## src/rtl/axi_sram_write_slave.sv

```systemverilog
// AXI4 write-channel slave: one AW burst at a time, W beats to an SRAM byte-write port, one B response.
// Optional macro AXI_WSLV_BOUND_CHK_EN: beats whose word address >= MEM_DEPTH are dropped and flag SLVERR.
module axi_sram_write_slave #(
  parameter int ID_W      = 8,
  parameter int ADDR_W    = 32,
  parameter int DATA_W    = 32,
  parameter int LEN_W     = 4,
  parameter int MEM_AW    = 14,
  parameter int MEM_DEPTH = 16384
) (
  input  logic                  clk,
  input  logic                  rst,
  input  logic [ID_W-1:0]       AWID,
  input  logic [ADDR_W-1:0]     AWADDR,
  input  logic [LEN_W-1:0]      AWLEN,
  input  logic [2:0]            AWSIZE,
  input  logic [1:0]            AWBURST,
  input  logic                  AWVALID,
  output logic                  AWREADY,
  input  logic [DATA_W-1:0]     WDATA,
  input  logic [DATA_W/8-1:0]   WSTRB,
  input  logic                  WLAST,
  input  logic                  WVALID,
  output logic                  WREADY,
  output logic [ID_W-1:0]       BID,
  output logic [1:0]            BRESP,
  output logic                  BVALID,
  input  logic                  BREADY,
  output logic                  mem_cs,
  output logic [DATA_W/8-1:0]   mem_we,
  output logic [MEM_AW-1:0]     mem_addr,
  output logic [DATA_W-1:0]     mem_di
);
  localparam int STRB_W = DATA_W / 8;

  typedef struct packed {
    logic [ID_W-1:0]   id;
    logic [ADDR_W-1:0] addr;
    logic [LEN_W-1:0]  len;
    logic [2:0]        size;
    logic [1:0]        burst;
  } aw_req_t;

  typedef enum logic [1:0] {S_IDLE, S_DATA, S_RESP} state_t;

  state_t            state, state_nxt;
  aw_req_t           aw_q;
  logic [LEN_W-1:0]  beat_cnt;
  logic              err_q;       // sticky: WLAST mismatch or out-of-range beat
  logic              err_burst_q; // unsupported burst/size: beats are not written
  logic              aw_hs, w_hs, last_beat, bad_aw, oob;
  logic [MEM_AW-1:0] cur_word;

  assign aw_hs     = (state == S_IDLE) && AWVALID;
  assign w_hs      = (state == S_DATA) && WVALID;
  assign last_beat = (beat_cnt == aw_q.len);
  assign cur_word  = aw_q.addr[MEM_AW+1:2];
  assign bad_aw    = AWBURST[1] || (AWSIZE > 3'd2);

`ifdef AXI_WSLV_BOUND_CHK_EN
  assign oob = (32'(cur_word) >= MEM_DEPTH);
`else
  // No range check: the word index simply wraps modulo 2^MEM_AW.
  assign oob = (MEM_DEPTH < 0);
`endif

  // State register
  always_ff @(posedge clk or negedge rst) begin
    if (!rst) state <= S_IDLE;
    else      state <= state_nxt;
  end

  // Next-state logic
  always_comb begin
    state_nxt = state;
    case (state)
      S_IDLE: if (aw_hs)              state_nxt = S_DATA;
      S_DATA: if (w_hs && last_beat)  state_nxt = S_RESP;
      S_RESP: if (BREADY)             state_nxt = S_IDLE;
      default:                        state_nxt = S_IDLE;
    endcase
  end

  // Burst context: latched on AW, advanced per accepted beat
  always_ff @(posedge clk or negedge rst) begin
    if (!rst) begin
      aw_q        <= '0;
      beat_cnt    <= '0;
      err_q       <= 1'b0;
      err_burst_q <= 1'b0;
    end else if (aw_hs) begin
      aw_q        <= {AWID, AWADDR, AWLEN, AWSIZE, AWBURST};
      beat_cnt    <= '0;
      err_q       <= 1'b0;
      err_burst_q <= bad_aw;
    end else if (w_hs) begin
      beat_cnt <= beat_cnt + LEN_W'(1);
      if (aw_q.burst == 2'b01)
        aw_q.addr <= aw_q.addr + (ADDR_W'(1) << aw_q.size);
      if ((WLAST != last_beat) || oob)
        err_q <= 1'b1;
    end
  end

  // Outputs: handshakes from state, SRAM port driven in the beat's own cycle
  always_comb begin
    AWREADY  = (state == S_IDLE);
    WREADY   = (state == S_DATA);
    BVALID   = (state == S_RESP);
    BID      = '0;
    BRESP    = 2'b00;
    mem_cs   = 1'b0;
    mem_we   = '0;
    mem_addr = '0;
    mem_di   = '0;
    if (state == S_RESP) begin
      BID   = aw_q.id;
      BRESP = (err_q || err_burst_q) ? 2'b10 : 2'b00;
    end
    if (w_hs) begin
      mem_cs   = !oob;
      mem_we   = (oob || err_burst_q) ? {STRB_W{1'b0}} : WSTRB;
      mem_addr = cur_word;
      mem_di   = WDATA;
    end
  end

endmodule

```

## config.mk

```make
export PLATFORM = sky130hd
export DESIGN_NAME = axi_sram_write_slave
export DESIGN_NICKNAME = d
export VERILOG_FILES = /design/src/rtl/axi_sram_write_slave.sv
export SDC_FILE = /design/constraint.sdc
export NUM_CORES = 1
export LEC_CHECK = 0
export BUFFER_PORTS_ARGS = -buffer_cell sky130_fd_sc_hd__buf_2
export CAP_MARGIN = 10
export CORE_ASPECT_RATIO = 1.2
export CORE_MARGIN = 3
export CORE_UTILIZATION = 45
export DETAILED_ROUTE_END_ITERATION = 10
export MAX_ROUTING_LAYER = met4
export PLACE_DENSITY = 0.84
export SYNTH_ARGS = -nofsm -noshare
export SYNTH_HDL_FRONTEND = slang
export SYNTH_SLANG_ARGS = --single-unit
```

## constraint.sdc

```tcl
create_clock -name clk -period 3.3 [get_ports clk]
set_input_delay 0.66 -clock clk [delete_from_list [all_inputs] [get_ports clk]]
set_output_delay 0.66 -clock clk [all_outputs]
set_load 0.005 [all_outputs]
```

# Yosys cells after proc, flatten, opt, wreduce, memory -nomap -nowiden
# Cells that the tools add are included.
# Widths: inputs -> output; s select.
# classes
eq_ne	8
n_lt_le_gt_ge	1
reduce_logical	12
add_sub_neg	2
n_shift	1
mux	20
# ops
cell	n
$mux 32	4
$add 32x32->32	1
$shl 1x3->32 const A	1
$mux 4	4
$mux 14	1
$mux 2	5
$mux 8	1
$ne 2x1->1 const B	3
$pmux 2 s3	1
$reduce_bool 2->1	3
$add 4x1->4 const B	1
$eq 2x1->1 const B	2
$eq 4x4->1	1
$mux 1	4
$reduce_and 2->1	2
$gt 3x2->1 const B	1
$logic_and 1x1->1	3
$reduce_and 3->1	1
$eq 2x2->1 const B	1
$logic_not 2->1	1
$logic_or 1x1->1	2
$ne 1x1->1	1
# word_totals
output_inout_bits	64
regBits	57
in_bits	91

# Logic depth before layout (Yosys ltp)
# Gate-level depths: netlist (run 1).
# depth
depth_word	5
mapped_depth	9
ltp_nobuf	8

# Least setup slack after synthesis (run 1)
# No wires, ideal clock.
# synth_path
path_kind	register to register
startpoint	register aw_q[3] (netlist bit)
endpoint	register aw_q[23] (netlist bit)
arrival_ps	2283
path_slack_ps	894
path_buffers	1
synth_period_minus_slack_ps	2406
stages_incl_launch_ff	10
cell_sequence	dfrtp_1 clkbuf_1 nor3_1 ha_1 fa_1 a21o_1 a221oi_2 o21ai_2 nor3b_1 o31a_1
# synth_via
elab_chain_cells	5
# synth_rtl
element	line	text
start: declaration	47	aw_req_t aw_q;
start signal: assignment	92	aw_q <= {AWID, AWADDR, AWLEN, AWSIZE, AWBURST};
$shl 1x3->32	99	aw_q.addr <= aw_q.addr + (ADDR_W'(1) << aw_q.size);
$add 32x32->32	99	
$mux 32	98	if (aw_q.burst == 2'b01)
$mux 32	96	end else if (w_hs) begin
$mux 32	91	end else if (aw_hs) begin
# No other way between the ends. The select of a mux whose other input is x is not followed.
# A chain may end at the register's enable or synchronous reset.

# Worst setup path after layout (run 1)
# layout_path
startpoint	register state[1]
endpoint	output port mem_di[31]
# layout_via
elab_chain_cells	3
# layout_rtl
element	line	text
start: declaration	46	state_t state, state_nxt;
start signal: assignment	70	else state <= state_nxt;
$eq 2x1->1	55	assign w_hs = (state == S_DATA) && WVALID;
$logic_and 1x1->1	55	
$mux 32	120	if (w_hs) begin
end: declaration	32	output logic [DATA_W-1:0] mem_di
# No other way between the ends.

==> results.py, run 1 <==
metrics = {
    "final_layout": {
        "drive_above_1_share": 0.333,
        "area_growth_pct": 30.3,
        "diodes": 0,
        "nets": 568,
        "stdcell_count": 548,
        "final_util": 0.614,
        "mostFrequentLayoutCells": "137 x buf_2, 79 x nand2_1, 51 x and2_1",
        "fillers": 519,
        "layout_commonest_cell": "buf_2",
    },
    "hold_path": {
        "hp-class": "flop to flop",
        "worstHoldPathCells": 2,
        "hp-start": "aw_q[48]",
        "hold_end": "aw_q[48]",
    },
    "route": {
        "drt_iter0_drc": 123,
        "via_count": 2755,
        "wl_per_cell_um": 13.3,
        "drtPass1Iterations": 4,
        "drt-total-wl_um": 7270,
        "drtAntennaViolNets": 0,
        "drc_errors": 0,
        "vias_per_cell": 5.03,
    },
    "logic_synthesis": {
        "ys_seq_area_frac": 0.379,
        "synth_ff_type": "dfrtp_1",
        "ys_ff_latch": 41,
        "syn_area_mm2": 0.00271,
        "ys_types": 49,
        "avgSynthCellArea_um2": 7.98,
        "async_reset_ff_frac": 1.00,
        "syn_nets": 440,
        "yosys_warnings": 0,
        "synth_enable_flop_cells": 0,
        "postSynthCellCount": 339,
    },
    "critical_path": {
        "r2r-start": "aw_q[3]",
        "r2r_cells": 8,
        "cp_top_family": "buffers and inverters",
        "crit_path_end_kind": "output pin",
        "crit_slowest_cell": "inv_2",
        "cp_cell_sequence": "nand2b_1 -> inv_1 -> nand2_1 -> inv_2 -> and2_1 -> buf_2",
        "start_kind": "flop",
        "r2r_slack_ns": 0.65,
        "max_stage_delay_ns": 0.51,
        "critPathKind": "flop to output pin",
        "r2r-end": "aw_q[19]",
        "critPathBufInv": 3,
        "critPathMaxFanout": 46,
        "required_ns": 2.64,
        "cp.arrival_ns": 2.02,
    },
    "clock_tree": {
        "cts_setup_buffers": 0,
        "cts_buffer_depth": 2,
        "clock_latency_ns": 0.30,
        "cts_resized": 0,
        "cts_hold_buffers": 0,
        "cts_buffers": 5,
        "clock-sinks": 41,
        "cts_tree": "built",
        "cts_root_buf": "clkbuf_8",
        "clk_pin_slew_worst_paths_ns": 0.08,
        "cts_max_level": 2,
    },
    "sta": {
        "max_freq_mhz": 373,
        "fin_ws_ns": 0.622,
        "maxSlewHeadroom": 0.369,
        "setup_viol": 0,
        "worst-slew-pin-transition_ns": 0.946,
        "hold_ws_ns": 0.468,
        "finalCritPeriodShare": 0.811,
        "report.final.slew_viol_count": 0,
        "hold_violations": 0,
        "clock_skew_ns": 0.00711,
        "rsz0062_at_grt": "false",
        "fin_tns_setup_ns": 0,
        "period_minus_slack_ns": 2.68,
    },
    "global_routing": {
        "track_usage": 0.218,
        "grt_pass1_wl_um": 12200,
        "grt_pass1_vias": 2667,
        "grt_max_degree": 47,
        "grt.overflow.total": 0,
        "antenna_found_initial": 0,
    },
    "placement": {
        "place_congestion": 0.886,
        "io_buffer_count": 137,
        "dp.cells": 540,
        "dp.final_hpwl_um": 5490,
        "pre_cts_ws_ns": 0.681,
    },
    "run": {
        "max_cap_viol_count": 0,
    },
    "floorplanning": {
        "dieArea_mm2": 0.00698,
        "rows": 30,
        "ios": 155,
        "die_y_um": 90.9,
        "core_area_mm2": 0.00574,
        "die_x_um": 76.8,
        "initial_core_util": 0.471,
    },
    "pwr": {
        "leakagePower_uw": 0.00194,
        "peakVddDrop_mv": 0.432,
        "p_per_area_mw_per_mm2": 748,
    },
    "run_status": {
        "status": "finished clean",
    },
}
[power by group]
group	total [µW]	switching [µW]	internal (µW)
clock	328	178	150
sequential	940	210	730
combinational	1370	754	614
total	2640	1140	1490
[worst max-delay path by stage]
stage                       endpoint  slack (ns)  depth (start not counted)      from
after floorplan             aw_q[23]        0.89                          9   aw_q[3]
after global placement      aw_q[23]        0.76                          8   aw_q[3]
after detailed placement    aw_q[15]        0.68                          7    WVALID
after CTS                 mem_di[31]        0.62                          6  state[1]
after global routing      mem_di[31]        0.42                          6  state[1]
final                     mem_di[31]        0.62                          6  state[1]
[metrics by stage]
step	total power [µW]	area, µm²
after floorplan	1880	2710
after global placement	2260	3440
after detailed placement	2320	3440
after CTS	2650	3520
after global routing	2900	3520
final	2640	3520
[state kept, by name, summed over array words and instances (netlist names)]
name,flops
aw_q,33
beat_cnt,4
err_burst_q,1
err_q,1
state,2
[layout make-up]
class | instances | area [µm²] | share of cell area
clock buffers | 7 | 76.3 | 0.0217
clock inverters | 1 | 7.51 | 0.00213
repair buffers | 142 | 723 | 0.205
flip-flops and latches | 41 | 1030 | 0.291
inverters | 7 | 26.3 | 0.00745
well taps | 80 | 100 | 0.0284
multi-input cells | 270 | 1570 | 0.444
[synthesized netlist by cell type (2+ instances only)]
cell      count  area [µm²]
nor2b_1       2        12.5
buf_4         2        15.0
ha_1          9         113
dfrtp_1      41        1030
xor2_1        7        61.3
nand4_1       3        18.8
o21ai_0       7        35.0
a31oi_1      10        62.6
inv_1         6        22.5
xnor2_1       5        43.8
and3_1        5        31.3
and2_1       51         319
nand2b_1      2        12.5
a21o_1        3        22.5
or4_1         2        15.0
clkbuf_1     17        63.8
nand2_1      79         297
nor2_1       23        86.3
nor3_1        5        25.0
nand3_1       9        45.0
o31ai_1       2        15.0
a211oi_2      2        25.0
nor3b_1       8        60.1
a21oi_1      14        70.1
[routing by layer]
metal / wire length (µm) / vias to the layer above / global-route usage
li1: - / 1388 / -
met1: 2930 / 1243 / 0.246
met2: 3670 / 109 / 0.383
met3: 550 / 15 / 0.0466
met4: 127 / 0 / 0.0665
met5: 0 / - / -
[logic make-up (layout without fill, tap and decap cells)]
logic type	after synthesis	in the layout	synth area share
AOI/OAI and AO/OA	49	49	0.121
and+or+nand+nor	198	198	0.368
adders and majority gates	10	10	0.0490
DFF	41	41	0.379
buffers and inverters	28	157	0.0421
xor gates and xnor gates	12	12	0.0389
other	1	1	0.00139
[worst min-delay path, cell delays in order, from the launching register on]
cell and delay, ns:
dfrtp_1 0.34, nand2_1 0.05, nand2_1 0.05
No activity file was read; power rests on OpenSTA's default activity.
==> run 2, diff against run 1 <==
==> constraint.sdc (replaced) <==
create_clock -name clk -period 2.8 [get_ports clk]
set_input_delay 0.56 -clock clk [delete_from_list [all_inputs] [get_ports clk]]
set_output_delay 0.56 -clock clk [all_outputs]
set_load 0.005 [all_outputs]
==> results.py, run 2 (synthesis results as in run 1) <==
metrics = {
    "run_status": {
        "status": "finished clean",
    },
    "final_layout": {
        "largest_reg_flops": 33,
        "layout_commonest_cell": "buf_2",
        "area_growth_pct": 31.7,
        "largest_register": "aw_q",
        "nets": 567,
        "drive_above_1_share": 0.334,
        "mostFrequentLayoutCells": "137 x buf_2, 79 x nand2_1, 51 x and2_1",
        "diodes": 0,
        "fillers": 532,
        "reg.largest.list": "aw_q x33, beat_cnt x4, state x2",
    },
    "pwr": {
        "peakVddDrop_mv": 0.784,
        "p_per_area_mw_per_mm2": 910,
        "leakagePower_uw": 0.00196,
        "report.power.total_uw": 3240,
    },
    "clock_tree": {
        "cts_buffers": 5,
        "clk_pin_slew_worst_paths_ns": 0.08,
        "cts_resized": 0,
        "cts_tree": "built",
        "clock-sinks": 41,
        "cts_hold_buffers": 0,
        "cts_root_buf": "clkbuf_8",
        "cts_max_level": 2,
        "clock_latency_ns": 0.29,
        "cts_buffer_depth": 2,
        "cts_setup_buffers": 0,
    },
    "floorplanning": {
        "rows": 30,
        "ios": 155,
        "die_y_um": 90.9,
        "die_x_um": 76.8,
        "core_area_mm2": 0.00574,
        "initial_core_util": 0.471,
        "dieArea_mm2": 0.00698,
    },
    "route": {
        "wl_met1_um": 3010,
        "wl_per_cell_um": 13.5,
        "routed.top_layer": "met4",
        "drc_errors": 0,
        "drt_iter0_drc": 99,
        "wl_met2_um": 3710,
        "vias_per_cell": 5.05,
        "drt-total-wl_um": 7360,
        "drtPass1Iterations": 4,
        "wl_met3_um": 523,
        "via_count": 2761,
        "drtAntennaViolNets": 0,
    },
    "placement": {
        "place_congestion": 0.829,
        "pre_cts_ws_ns": 0.386,
        "io_buffer_count": 137,
        "dp.final_hpwl_um": 5690,
    },
    "sta": {
        "max_freq_mhz": 393,
        "rsz0062_at_grt": "false",
        "finalCritPeriodShare": 0.910,
        "setup_viol": 0,
        "report.final.slew_viol_count": 0,
        "fin_ws_ns": 0.253,
        "period_minus_slack_ns": 2.55,
        "fin_tns_setup_ns": 0,
        "maxSlewHeadroom": 0.398,
        "worst-slew-pin-transition_ns": 0.904,
        "clock_skew_ns": 0.00557,
        "hold_violations": 0,
    },
    "critical_path": {
        "required_ns": 2.24,
        "cp_cell_sequence": "nand2b_1 -> inv_1 -> nand2_1 -> inv_2 -> buf_12 -> and2_1 -> buf_2",
        "start_kind": "flop",
        "cp-startpoint": "state[1]",
        "max_stage_delay_ns": 0.40,
        "critPathKind": "flop to output pin",
        "cp_top_family": "buffers and inverters",
        "crit_path_end_kind": "output pin",
        "crit_slowest_cell": "dfrtp_1",
        "critPathMaxFanout": 37,
        "cp.arrival_ns": 1.99,
        "r2r-start": "aw_q[3]",
        "critPathBufInv": 4,
    },
    "global_routing": {
        "grt_pass1_vias": 2747,
        "antenna_found_initial": 0,
        "grt.overflow.total": 0,
        "track_usage": 0.221,
        "grt_pass1_wl_um": 12500,
        "grt_max_degree": 44,
    },
    "run": {
        "max_cap_viol_count": 0,
    },
    "hold_path": {
        "hp-class": "input pin to async pin",
    },
}
## run 2: per-layer routing
| layer | GRT usage | vias to the layer above |
|---|---|---|
| li1 | - | 1383 |
| met4 | 0.0680 | 0 |
| met2 | 0.379 | 105 |
| met3 | 0.0486 | 11 |
| met5 | - | - |
| met1 | 0.259 | 1262 |
## run 2: final timing paths
check                      slack [ns]  cells past startpoint           to
setup / recovery                 0.25                      7   mem_di[31]
hold / removal                   0.40                      1  beat_cnt[2]
setup reg to reg                 0.38                      8     aw_q[21]
hold reg to reg                  0.47                      2     aw_q[47]
max in group asynchronous        1.84                      1      aw_q[9]
min in group clk                 0.45                      3     aw_q[47]
## run 2: power by group
part           internal [µW]  switching (µW)  total (µW)
sequential               861             247        1110
combinational            733             904        1640
clock                    291             206         497
total                   1880            1360        3240
## run 2: stage by stage
step | hold slack [ns] | cells | instance area (µm²) | util
3_5_place_dp | 0.454 | 539 | 3450 | 0.600
4_1_cts | 0.426 | 547 | 3560 | 0.620
2_1_floorplan | 0.264 | 339 | 2710 | -
6_report | 0.397 | 547 | 3560 | 0.620
5_1_grt | 0.447 | 547 | 3560 | 0.620
3_3_place_gp | 0.450 | 539 | 3450 | 0.600
## run 2: area by class of cell
cell class | instances | area [µm²] | area share
clock buffers | 7 | 86.3 | 0.0242
clock inverters | 1 | 30.0 | 0.00843
multi-input cells | 270 | 1570 | 0.439
repair buffers | 141 | 728 | 0.204
flip-flops and latches | 41 | 1030 | 0.288
inverters | 7 | 26.3 | 0.00738
well taps | 80 | 100 | 0.0281
==> run 3, diff against run 2 <==
--- a/config.mk
+++ b/config.mk
@@ -11,7 +11,6 @@
 export CORE_MARGIN = 3
 export CORE_UTILIZATION = 45
 export DETAILED_ROUTE_END_ITERATION = 10
-export MAX_ROUTING_LAYER = met4
 export PLACE_DENSITY = 0.84
 export SYNTH_ARGS = -nofsm -noshare
 export SYNTH_HDL_FRONTEND = slang
==> results.py, run 3 (synthesis results as in run 1) <==
metrics = {
    "critical_path": {
        "crit_slowest_cell": "dfrtp_1",
        "start_kind": "flop",
        "critPathKind": "flop to flop",
        "max_stage_delay_ns": 0.48,
        "critPathBufInv": 0,
        "cp.arrival_ns": 2.68,
        "cp_top_family": "compound AO/OA/AOI/OAI gates",
        "crit_path_end_kind": "flop",
        "cp_cell_sequence": "nor3_1 -> ha_1 -> fa_1 -> a21o_1 -> a221oi_2 -> o21ai_2 -> a221o_1 -> nor2_1",
        "required_ns": 3.03,
        "critPathMaxFanout": 9,
    },
    "route": {
        "drtPass1Iterations": 4,
        "drtAntennaViolNets": 0,
        "drt_iter0_drc": 198,
        "via_count": 2759,
        "vias_per_cell": 5.03,
        "drc_errors": 0,
        "drt-total-wl_um": 7350,
        "wl_per_cell_um": 13.4,
    },
    "clock_tree": {
        "clock_latency_ns": 0.29,
        "clock-sinks": 41,
        "cts_buffers": 5,
        "cts_tree": "built",
        "cts_root_buf": "clkbuf_8",
        "cts_resized": 0,
        "clk_pin_slew_worst_paths_ns": 0.08,
        "cts_buffer_depth": 2,
        "cts_hold_buffers": 0,
        "cts_max_level": 2,
        "cts_setup_buffers": 0,
    },
    "placement": {
        "dp.final_hpwl_um": 5740,
        "dpl_cell_area_mm2": 0.00345,
        "place_congestion": 0.823,
        "io_buffer_count": 137,
    },
    "run": {
        "max_cap_viol_count": 0,
    },
    "final_layout": {
        "largest_reg_flops": 33,
        "layout_commonest_cell": "buf_2",
        "drive_above_1_share": 0.339,
        "area_growth_pct": 30.7,
        "largest_register": "aw_q",
        "nets": 569,
        "final_util": 0.615,
        "reg.largest.list": "aw_q x33, beat_cnt x4, state x2",
        "mostFrequentLayoutCells": "137 x buf_2, 79 x nand2_1, 51 x and2_1",
        "diodes": 0,
        "postLayoutCellArea_mm2": 0.00353,
    },
    "sta": {
        "finalCritPeriodShare": 0.877,
        "setup_viol": 0,
        "hold_ws_ns": 0.396,
        "report.final.slew_viol_count": 0,
        "worst-slew-pin-transition_ns": 0.907,
        "hold_violations": 0,
        "maxSlewHeadroom": 0.395,
        "rsz0062_at_grt": "false",
        "period_minus_slack_ns": 2.46,
        "fin_tns_setup_ns": 0,
        "clock_skew_ns": 0.0113,
        "max_freq_mhz": 407,
    },
    "floorplanning": {
        "die_y_um": 90.9,
        "rows": 30,
        "ios": 155,
        "core_area_mm2": 0.00574,
        "dieArea_mm2": 0.00698,
        "initial_core_util": 0.471,
        "die_x_um": 76.8,
    },
    "pwr": {
        "p_per_area_mw_per_mm2": 884,
        "leakagePower_uw": 0.00195,
        "peakVddDrop_mv": 0.477,
        "report.power.total_uw": 3120,
    },
    "hold_path": {
        "hp-class": "input pin to async pin",
    },
    "global_routing": {
        "grt.overflow.total": 0,
        "antenna_found_initial": 0,
        "grt_pass1_vias": 2690,
        "grt_max_degree": 46,
        "track_usage": 0.215,
        "grt_pass1_wl_um": 12500,
    },
    "run_status": {
        "status": "finished clean",
    },
}
## run 3: stage by stage
stage	worst slack (ns)	std cells
finish	0.345	549
global route	0.168	549
CTS	0.331	549
detailed placement	0.354	541
global placement	0.395	541
floorplan	0.394	339
## run 3: worst register-to-register path, stage by stage, from the launching register on
cell	delay, ns
dfrtp_1	0.48
nor3_1	0.11
ha_1	0.23
fa_1	0.41
a21o_1	0.22
a221oi_2	0.32
o21ai_2	0.16
a221o_1	0.37
nor2_1	0.08
## run 3: worst paths after layout
| kind | cells past startpoint | slack (ns) | to | from |
|---|---|---|---|---|
| worst max-delay path | 8 | 0.34 | aw_q[19] | aw_q[2] |
| worst max register to register | 8 | 0.34 | aw_q[19] | aw_q[2] |
| min in group clk | 3 | 0.45 | aw_q[45] | AWID[4] |
| worst min-delay path | 1 | 0.40 | beat_cnt[2] | rst |
| worst min register to register | 2 | 0.47 | aw_q[44] | aw_q[44] |
| max in group asynchronous | 1 | 1.84 | aw_q[7] | rst |
## run 3: final cells by class
class	count	area (µm²)
inverter	7	26.3
clock inverter	3	17.5
multi-input combinational	270	1570
tap	80	100
timing repair buffer	143	731
sequential	41	1030
fill	526	2210
clock buffer	5	68.8
## run 3: power breakdown
| part | switching, µW | total [µW] | internal (µW) |
|---|---|---|---|
| sequential | 246 | 1110 | 861 |
| clock | 217 | 389 | 172 |
| combinational | 897 | 1630 | 730 |
## run 3: layer usage
layer | vias up | GRT usage | wire, µm
met5 | - | 0 | 0
met4 | 0 | 0.0378 | 76
met3 | 8 | 0.0446 | 573
met2 | 108 | 0.398 | 3780
met1 | 1258 | 0.258 | 2920
li1 | 1385 | - | -
